$ cat config.mk
export PLATFORM = sky130hd
export DESIGN_NAME = wt_inv_sequencer
export DESIGN_NICKNAME = d
export VERILOG_FILES = /design/src/rtl/wt_inv_sequencer.sv
export SDC_FILE = /design/constraint.sdc
export NUM_CORES = 1
export LEC_CHECK = 0
export ABC_CLOCK_PERIOD_IN_PS = 2840
export CORE_ASPECT_RATIO = 1.4
export CORE_UTILIZATION = 35
export CTS_BUF_LIST = sky130_fd_sc_hd__clkbuf_2
export DETAILED_ROUTE_END_ITERATION = 6
export PLACE_DENSITY = 0.58
export SLEW_MARGIN = 20
export SYNTH_ARGS = -nofsm -noshare
export SYNTH_HDL_FRONTEND = slang
export SYNTH_SLANG_ARGS = --single-unit
$ cat constraint.sdc
create_clock -name clk_i -period 2.84 [get_ports clk_i]
set_input_delay 0.568 -clock clk_i [delete_from_list [all_inputs] [get_ports clk_i]]
set_output_delay 0.568 -clock clk_i [all_outputs]
set_load 0.01 [all_outputs]
$ cat src/rtl/wt_inv_sequencer.sv
// Invalidation sequencer for the write-through L1s: queues line invalidations,
// broadcasts each to I$ and D$, and reports completion once both have acknowledged.
module wt_inv_sequencer #(
    parameter int PLEN      = 56,
    parameter int FifoDepth = 4,
    parameter int CntWidth  = 16
) (
    input  logic                clk_i,
    input  logic                rst_ni,
    // Request handshake: an invalidation transfers on a rising edge where
    // inv_req_i & inv_gnt_o; inv_gnt_o never depends on inv_req_i.
    input  logic                inv_req_i,
    input  logic [PLEN-1:0]     inv_addr_i,
    output logic                inv_gnt_o,
    output logic                inv_done_o,
    output logic [PLEN-1:0]     inv_done_addr_o,
    output logic                icache_inv_req_o,
    output logic [PLEN-1:0]     icache_inv_addr_o,
    input  logic                icache_inv_ack_i,
    output logic                dcache_inv_req_o,
    output logic [PLEN-1:0]     dcache_inv_addr_o,
    input  logic                dcache_inv_ack_i,
    output logic                busy_o,
    output logic [CntWidth-1:0] inv_cnt_o,
    output logic [1:0]          dbg_state_o
);

    localparam int PtrW = (FifoDepth > 1) ? $clog2(FifoDepth) : 1;
    localparam int OccW = $clog2(FifoDepth + 1);

    typedef enum logic [1:0] {
        IDLE  = 2'd0,
        ISSUE = 2'd1,
        DONE  = 2'd2
    } state_e;

    state_e              state_q, state_d;
    logic [PLEN-1:0]     mem_q [FifoDepth];
    logic [PtrW-1:0]     wptr_q, wptr_d;
    logic [PtrW-1:0]     rptr_q, rptr_d;
    logic [OccW-1:0]     occ_q, occ_d;
    logic                ic_pend_q, ic_pend_d;
    logic                dc_pend_q, dc_pend_d;
    logic [CntWidth-1:0] cnt_q, cnt_d;

    logic            full;
    logic            empty;
    logic            push;
    logic            pop;
    logic [PLEN-1:0] head;

    assign full  = (occ_q == OccW'(FifoDepth));
    assign empty = (occ_q == '0);
    assign push  = inv_req_i & ~full;
    assign head  = mem_q[rptr_q];

    // FIFO bookkeeping; pointers wrap naturally since the depth is a power of two.
    always_comb begin
        wptr_d = wptr_q;
        rptr_d = rptr_q;
        occ_d  = occ_q;
        if (push) begin
            wptr_d = wptr_q + PtrW'(1);
        end
        if (pop) begin
            rptr_d = rptr_q + PtrW'(1);
        end
        case ({push, pop})
            2'b10:   occ_d = occ_q + OccW'(1);
            2'b01:   occ_d = occ_q - OccW'(1);
            default: occ_d = occ_q;
        endcase
    end

    // Sequencing FSM; acks only matter in ISSUE and only while their pend flag is set.
    always_comb begin
        state_d   = state_q;
        ic_pend_d = ic_pend_q;
        dc_pend_d = dc_pend_q;
        cnt_d     = cnt_q;
        pop       = 1'b0;
        case (state_q)
            IDLE: begin
                if (!empty) begin
                    state_d   = ISSUE;
                    ic_pend_d = 1'b1;
                    dc_pend_d = 1'b1;
                end
            end
            ISSUE: begin
                ic_pend_d = ic_pend_q & ~icache_inv_ack_i;
                dc_pend_d = dc_pend_q & ~dcache_inv_ack_i;
                if (!ic_pend_d && !dc_pend_d) begin
                    state_d = DONE;
                end
            end
            DONE: begin
                pop   = 1'b1;
                cnt_d = cnt_q + CntWidth'(1);
                // Only entries already queued count; a same-cycle push goes through IDLE.
                if (occ_q > OccW'(1)) begin
                    state_d   = ISSUE;
                    ic_pend_d = 1'b1;
                    dc_pend_d = 1'b1;
                end else begin
                    state_d = IDLE;
                end
            end
            default: begin
                state_d   = IDLE;
                ic_pend_d = 1'b0;
                dc_pend_d = 1'b0;
            end
        endcase
    end

    always_ff @(posedge clk_i or negedge rst_ni) begin
        if (!rst_ni) begin
            state_q   <= IDLE;
            wptr_q    <= '0;
            rptr_q    <= '0;
            occ_q     <= '0;
            ic_pend_q <= 1'b0;
            dc_pend_q <= 1'b0;
            cnt_q     <= '0;
        end else begin
            state_q   <= state_d;
            wptr_q    <= wptr_d;
            rptr_q    <= rptr_d;
            occ_q     <= occ_d;
            ic_pend_q <= ic_pend_d;
            dc_pend_q <= dc_pend_d;
            cnt_q     <= cnt_d;
        end
    end

    // Storage is cleared on reset so the head, and thus every address output, reads 0.
    always_ff @(posedge clk_i or negedge rst_ni) begin
        if (!rst_ni) begin
            for (int i = 0; i < FifoDepth; i++) begin
                mem_q[i] <= '0;
            end
        end else if (push) begin
            mem_q[wptr_q] <= inv_addr_i;
        end
    end

    assign inv_gnt_o         = ~full;
    assign inv_done_o        = (state_q == DONE);
    assign inv_done_addr_o   = head;
    assign icache_inv_req_o  = (state_q == ISSUE) & ic_pend_q;
    assign dcache_inv_req_o  = (state_q == ISSUE) & dc_pend_q;
    assign icache_inv_addr_o = head;
    assign dcache_inv_addr_o = head;
    assign busy_o            = ~empty | (state_q != IDLE);
    assign inv_cnt_o         = cnt_q;
    assign dbg_state_o       = state_q;

endmodule

Word level (Yosys, flattened, before mapping)

Cells that the tools add are included.

Word-level logic and storage cells: 66
Output and inout bits: 191
Register bits after elaboration: 251
Input port bits: 61

Equality and inequality tests: 8
$add $sub $neg: 5
Bitwise logic cells: 12
Multiplexer cells: 16
Reduce and logical (&&, ||, !) cells: 10
Magnitude comparators: 4

Operators with widths:

| cell                                                                            | count |
|---|---|
| 224-bit bitwise mux                                                             | 1 |
| 56-bit two-way mux                                                              | 3 |
| 56-bit binary-select mux with 2-bit select                                      | 1 |
| 56-bit demux with 2-bit select                                                  | 1 |
| 16-bit by 1-bit adder with 16-bit output, second input constant                 | 1 |
| 3-bit greater-or-equal comparator, second input constant                        | 2 |
| 2-bit inverter with 3-bit output                                                | 2 |
| 1-bit case mux with 3 select lines                                              | 2 |
| 2-bit case mux with 3 select lines                                              | 1 |
| 3-bit case mux with 2 select lines                                              | 1 |
| 1-bit AND                                                                       | 5 |
| 2-bit by 1-bit adder with 2-bit output, second input constant                   | 2 |
| 2-bit by 1-bit == test with 1-bit output, second input constant                 | 2 |
| 2-bit == test, second input constant                                            | 2 |
| 1-bit two-way mux                                                               | 4 |
| 2-bit two-way mux                                                               | 2 |
| 2-bit inequality test, second input constant                                    | 2 |
| 1-bit inverter                                                                  | 4 |
| 2-bit AND reduction                                                             | 2 |
| 2-bit nonzero test                                                              | 2 |
| 3-bit by 1-bit adder with 3-bit output, second input constant                   | 1 |
| 3-bit == test, second input constant                                            | 1 |
| 3-bit by 1-bit greater-than comparator with 1-bit output, second input constant | 1 |
| 3-bit zero test                                                                 | 1 |
| other kinds (7)                                                                 | 9 |

Logic depth before layout (Yosys ltp)

Gate-level depths: netlist of the first run.

Depth in word-level cells: 6
Depth in mapped cells: 10

Least setup slack after synthesis of the first run

OpenSTA, ideal clock, no wires.

Path type: register to output
Start: register rptr_q[0]
End: output port icache_inv_addr_o[37]
Cell stages (with the launch flop): 6
Slack: 0.665 ns
Buffers on the path: 4
Data arrival time: 1.607 ns
Cells stage by stage: dfrtp_1 -> clkbuf_1 -> buf_4 -> buf_4 -> mux4_2 -> buf_4

Cells in the longest elaborated chain, start to end: 4

RTL lines:

| item                                                   | line | text |
|---|---|---|
| start, declared                                        | 40   | `logic [PtrW-1:0] rptr_q, rptr_d;` |
| start signal, assigned                                 | 129  | `rptr_q <= rptr_d;` |
| 2-bit inverter with 3-bit output (not written as such) | 55   | `assign head = mem_q[rptr_q];` |
| 56-bit binary-select mux with 2-bit select             | 55   |  |
| 56-bit two-way mux (not written as such) (2 in a row)  | 55   |  |
| end, declared                                          | 18   | `output logic [PLEN-1:0] icache_inv_addr_o,` |

No other way between the ends. The select of a mux whose other input is x is not followed.

Worst setup path after layout of the first run

Start: register rptr_q[0]
End: output port icache_inv_addr_o[4]

The elaborated chain is that of the path after synthesis.

==> flow_summary_export.csv, run 1 <==
group,metric,value,unit
run_status,outcome,"finished, violations left",
run_status,violations,"negative setup slack",
cts,cts_made_buffers,70,
floorplanning,ios,252,
final_layout,final_util,44.08,%
yosys,ys_ff_latch,251,
placement,hpwl,17.01,mm
power,vdd_drop_max,673.2,uV
hold_path,hold_path_class,"in -> async",
detailed_routing,drtPass1Iterations,4,
detailed_routing,dr_total_vias,7063,
sta,max-slew-margin-rel,55.60,%
setup_path,end_kind,"primary output",
setup_path,path_class,"reg -> out",
setup_path,crit_start,"rptr_q[0]",
cts,insertion_delay,0.83,ns
global_route,antenna_found_initial,3,
yosys,avgSynthCellArea,16.42,um2
detailed_routing,drc_errors,0,
global_route,grt_max_degree,75,
placement,place_ws,0.3754,ns
yosys,ys.flop_type,"dfrtp_1",
floorplanning,core,35810,um2
global_route,grt_usage,15.49,%
cts,clk_pin_slew,0.10,ns
yosys,post-synth-top-area-fraction,49.36,%
final_layout,fin_cells,1524,
global_route,grt_pass1_vias,7715,
sta,setup_slack,-0.1534,ns
cts,cts_root_buf,"clkbuf_2",
sta,worst_hold_slack,0.3282,ns
placement,dp.cells,1359,
yosys,yosysUniqueCellTypes,35,
sta,rsz0062_at_grt,"yes",
power,p_leak,7.611,nW
global_route,grt_pass1_wl,43.96,mm
detailed_routing,routedWlPerCell,18.54,um
cts,cts_max_level,3,
sta,fin_crit_sh,105.4,%
yosys,synth_top_cell_by_area,"dfrtp_1",
yosys,ys_seq_area_share,49.36,%
final_layout,areaGrowthSynthToFinish,24.04,%
job,drv_cap,0,
sta,skew,0.04525,ns
setup_path,worstPathArrival,2.43,ns
cts,cts_buffer_depth,3,
cts,cts.sinks,251,
yosys,ys_top_cells_by_count,"251 x dfrtp_1, 160 x mux2_4, 119 x buf_4",
sta,setup-violations-final,130,
setup_path,startpoint_type,"flip-flop",
cts,cts_tree,"done",
floorplanning,die-area,37140,um2
placement,place.port_buffers,251,
setup_path,worst-path-max-fanout,12,
detailed_routing,ant_nets,0,
sta,min_period,2.993,ns
yosys,async_flop_share,100.0,%
yosys,syn-num-nets,846,
floorplanning,row_count,82,
floorplanning,floorplan.initialDensity,35.54,%
yosys,netlist_top_cells_area,"dfrtp_1 49%, mux2_4 19%, mux4_2 9.9%",
yosys,synth-edff-count,0,
sta,slew_viol_final,0,
final_layout,layout.nets,1080,
yosys,post_synth_instance_area,12730,um2
yosys,synth_warnings,0,
detailed_routing,wirelength,28.26,mm
final_layout,drive_gt1_share,59.72,%
yosys,netlist_instances,775,
sta,worstMarginPinSlew,0.6661,ns
floorplanning,die_h,227.6,um
detailed_routing,routed_via_density,4.635,
sta,fmaxAchievable,334.1,MHz
global_route,grt_overflow,0,
setup_path,critPathRequiredTime,2.27,ns
detailed_routing,drtIter0Drc,241,
placement,place_congestion,0.6963,
power,powerDensity,1429,nW/um2
yosys,yosysMostFrequentCell,"dfrtp_1",
setup_path,worstRegToRegCells,7,
setup_path,rr_startpoint,"occ_q[0]",
sta,final_hold_viol_count,0,
floorplanning,die_w,163.2,um
[metal layers]
metal,share of wire [%],vias to the layer above,global-route usage (%)
met5,0.042,-,0
met4,1.7,2,5.607
met3,5.5,37,4.119
met2,51,193,25.56
met1,42,3665,19.43
li1,-,3166,-
[sequential cells by signal (all words and copies together) (netlist names)]
register,cells
mem_q,224
ic_pend_q,1
rptr_q,2
dbg_state_o,2
wptr_q,2
inv_cnt_o,16
occ_q,3
dc_pend_q,1
[worst max-delay path, stage by stage, from the launching register on]
cell	delay (ns)
dfrtp_4	0.51
buf_16	0.18
mux4_2	0.58
dlygate4sd2_1	0.31
[cell type report]
class | count | area, um2
flip-flops and latches | 251 | 6290
diodes | 2 | 5.005
multi-input cells | 363 | 5062
fillers | 3299 | 20020
clock inverters | 25 | 98.84
repair buffers | 314 | 3227
inverters | 9 | 33.78
well taps | 462 | 578.1
clock buffers | 98 | 490.5
[cells by family after synthesis]
kind of cell / count (synthesis) / synth area share [%]
AOI/OAI and AO/OA: 10 / 0.5507
and+or+nand+nor: 40 / 2.055
buffers and inverters: 161 / 10.99
DFF: 251 / 49.36
xor gates and xnor gates: 21 / 1.445
adders and majority gates: 10 / 0.9832
muxes: 282 / 34.62
[layout by cell type, fill, tap and decap left out, drive strengths merged, types with 2 or more instances in the layout]
master,synthesis,routed
xor2,6,6
dfrtp,251,251
clkinv,0,21
mux4,56,56
inv,9,13
mux2,225,225
nand4,3,3
and3,3,3
dlygate4sd2,0,5
nor2,6,6
o21ai,6,6
buf,147,190
clkdlybuf4s50,0,80
nor3,3,3
nand3,4,4
xnor2,15,15
ha,10,10
clkbuf,5,135
nand2,14,14
diode,0,2
[report_power, final]
group | total (mW) | switching [mW] | leakage (nW) | internal, mW
combinational | 13.8 | 5.32 | 4.15 | 8.46
clock | 2.47 | 1.53 | 0.466 | 0.935
sequential | 6.31 | 0.974 | 3.00 | 5.34
total | 22.6 | 7.83 | 7.61 | 14.7
[per-stage QoR]
step,area [um2],TNS (ns),power [mW]
floorplan,12730,0,15.49
detailed placement,14810,0,19.52
CTS,15650,-51.80,22.12
global placement,14810,0,19.34
finish,15790,-11.60,22.56
global route,15780,-43.77,24.12
[final timing paths]
path	to	slack [ns]
worst min-delay path	mem_q[23]	0.33
max in group asynchronous	dbg_state_o[1]	1.74
worst max register to register	mem_q[213]	0.86
min in group clk_i	dc_pend_q	0.42
worst min register to register	inv_cnt_o[15]	0.49
worst max-delay path	icache_inv_addr_o[4]	-0.15
[repair_timing]
| item | in CTS | in global routing |
|---|---|---|
| gates cloned | 3 | 3 |
| setup buffers | 34 | 2 |
| hold endpoints to repair | 68 | 0 |
| endpoints found under the setup margin | 173 | 168 |
| hold buffers | 1 | 0 |
| gates resized for setup | 606 | 167 |
No activity file was read; power rests on OpenSTA's default activity.
==> run 2: changes to the inputs <==
SLEW_MARGIN = not set   (was 20)
==> results of run 2 <==
No change in the layout: final DEF, timing and power equal those of run 1.
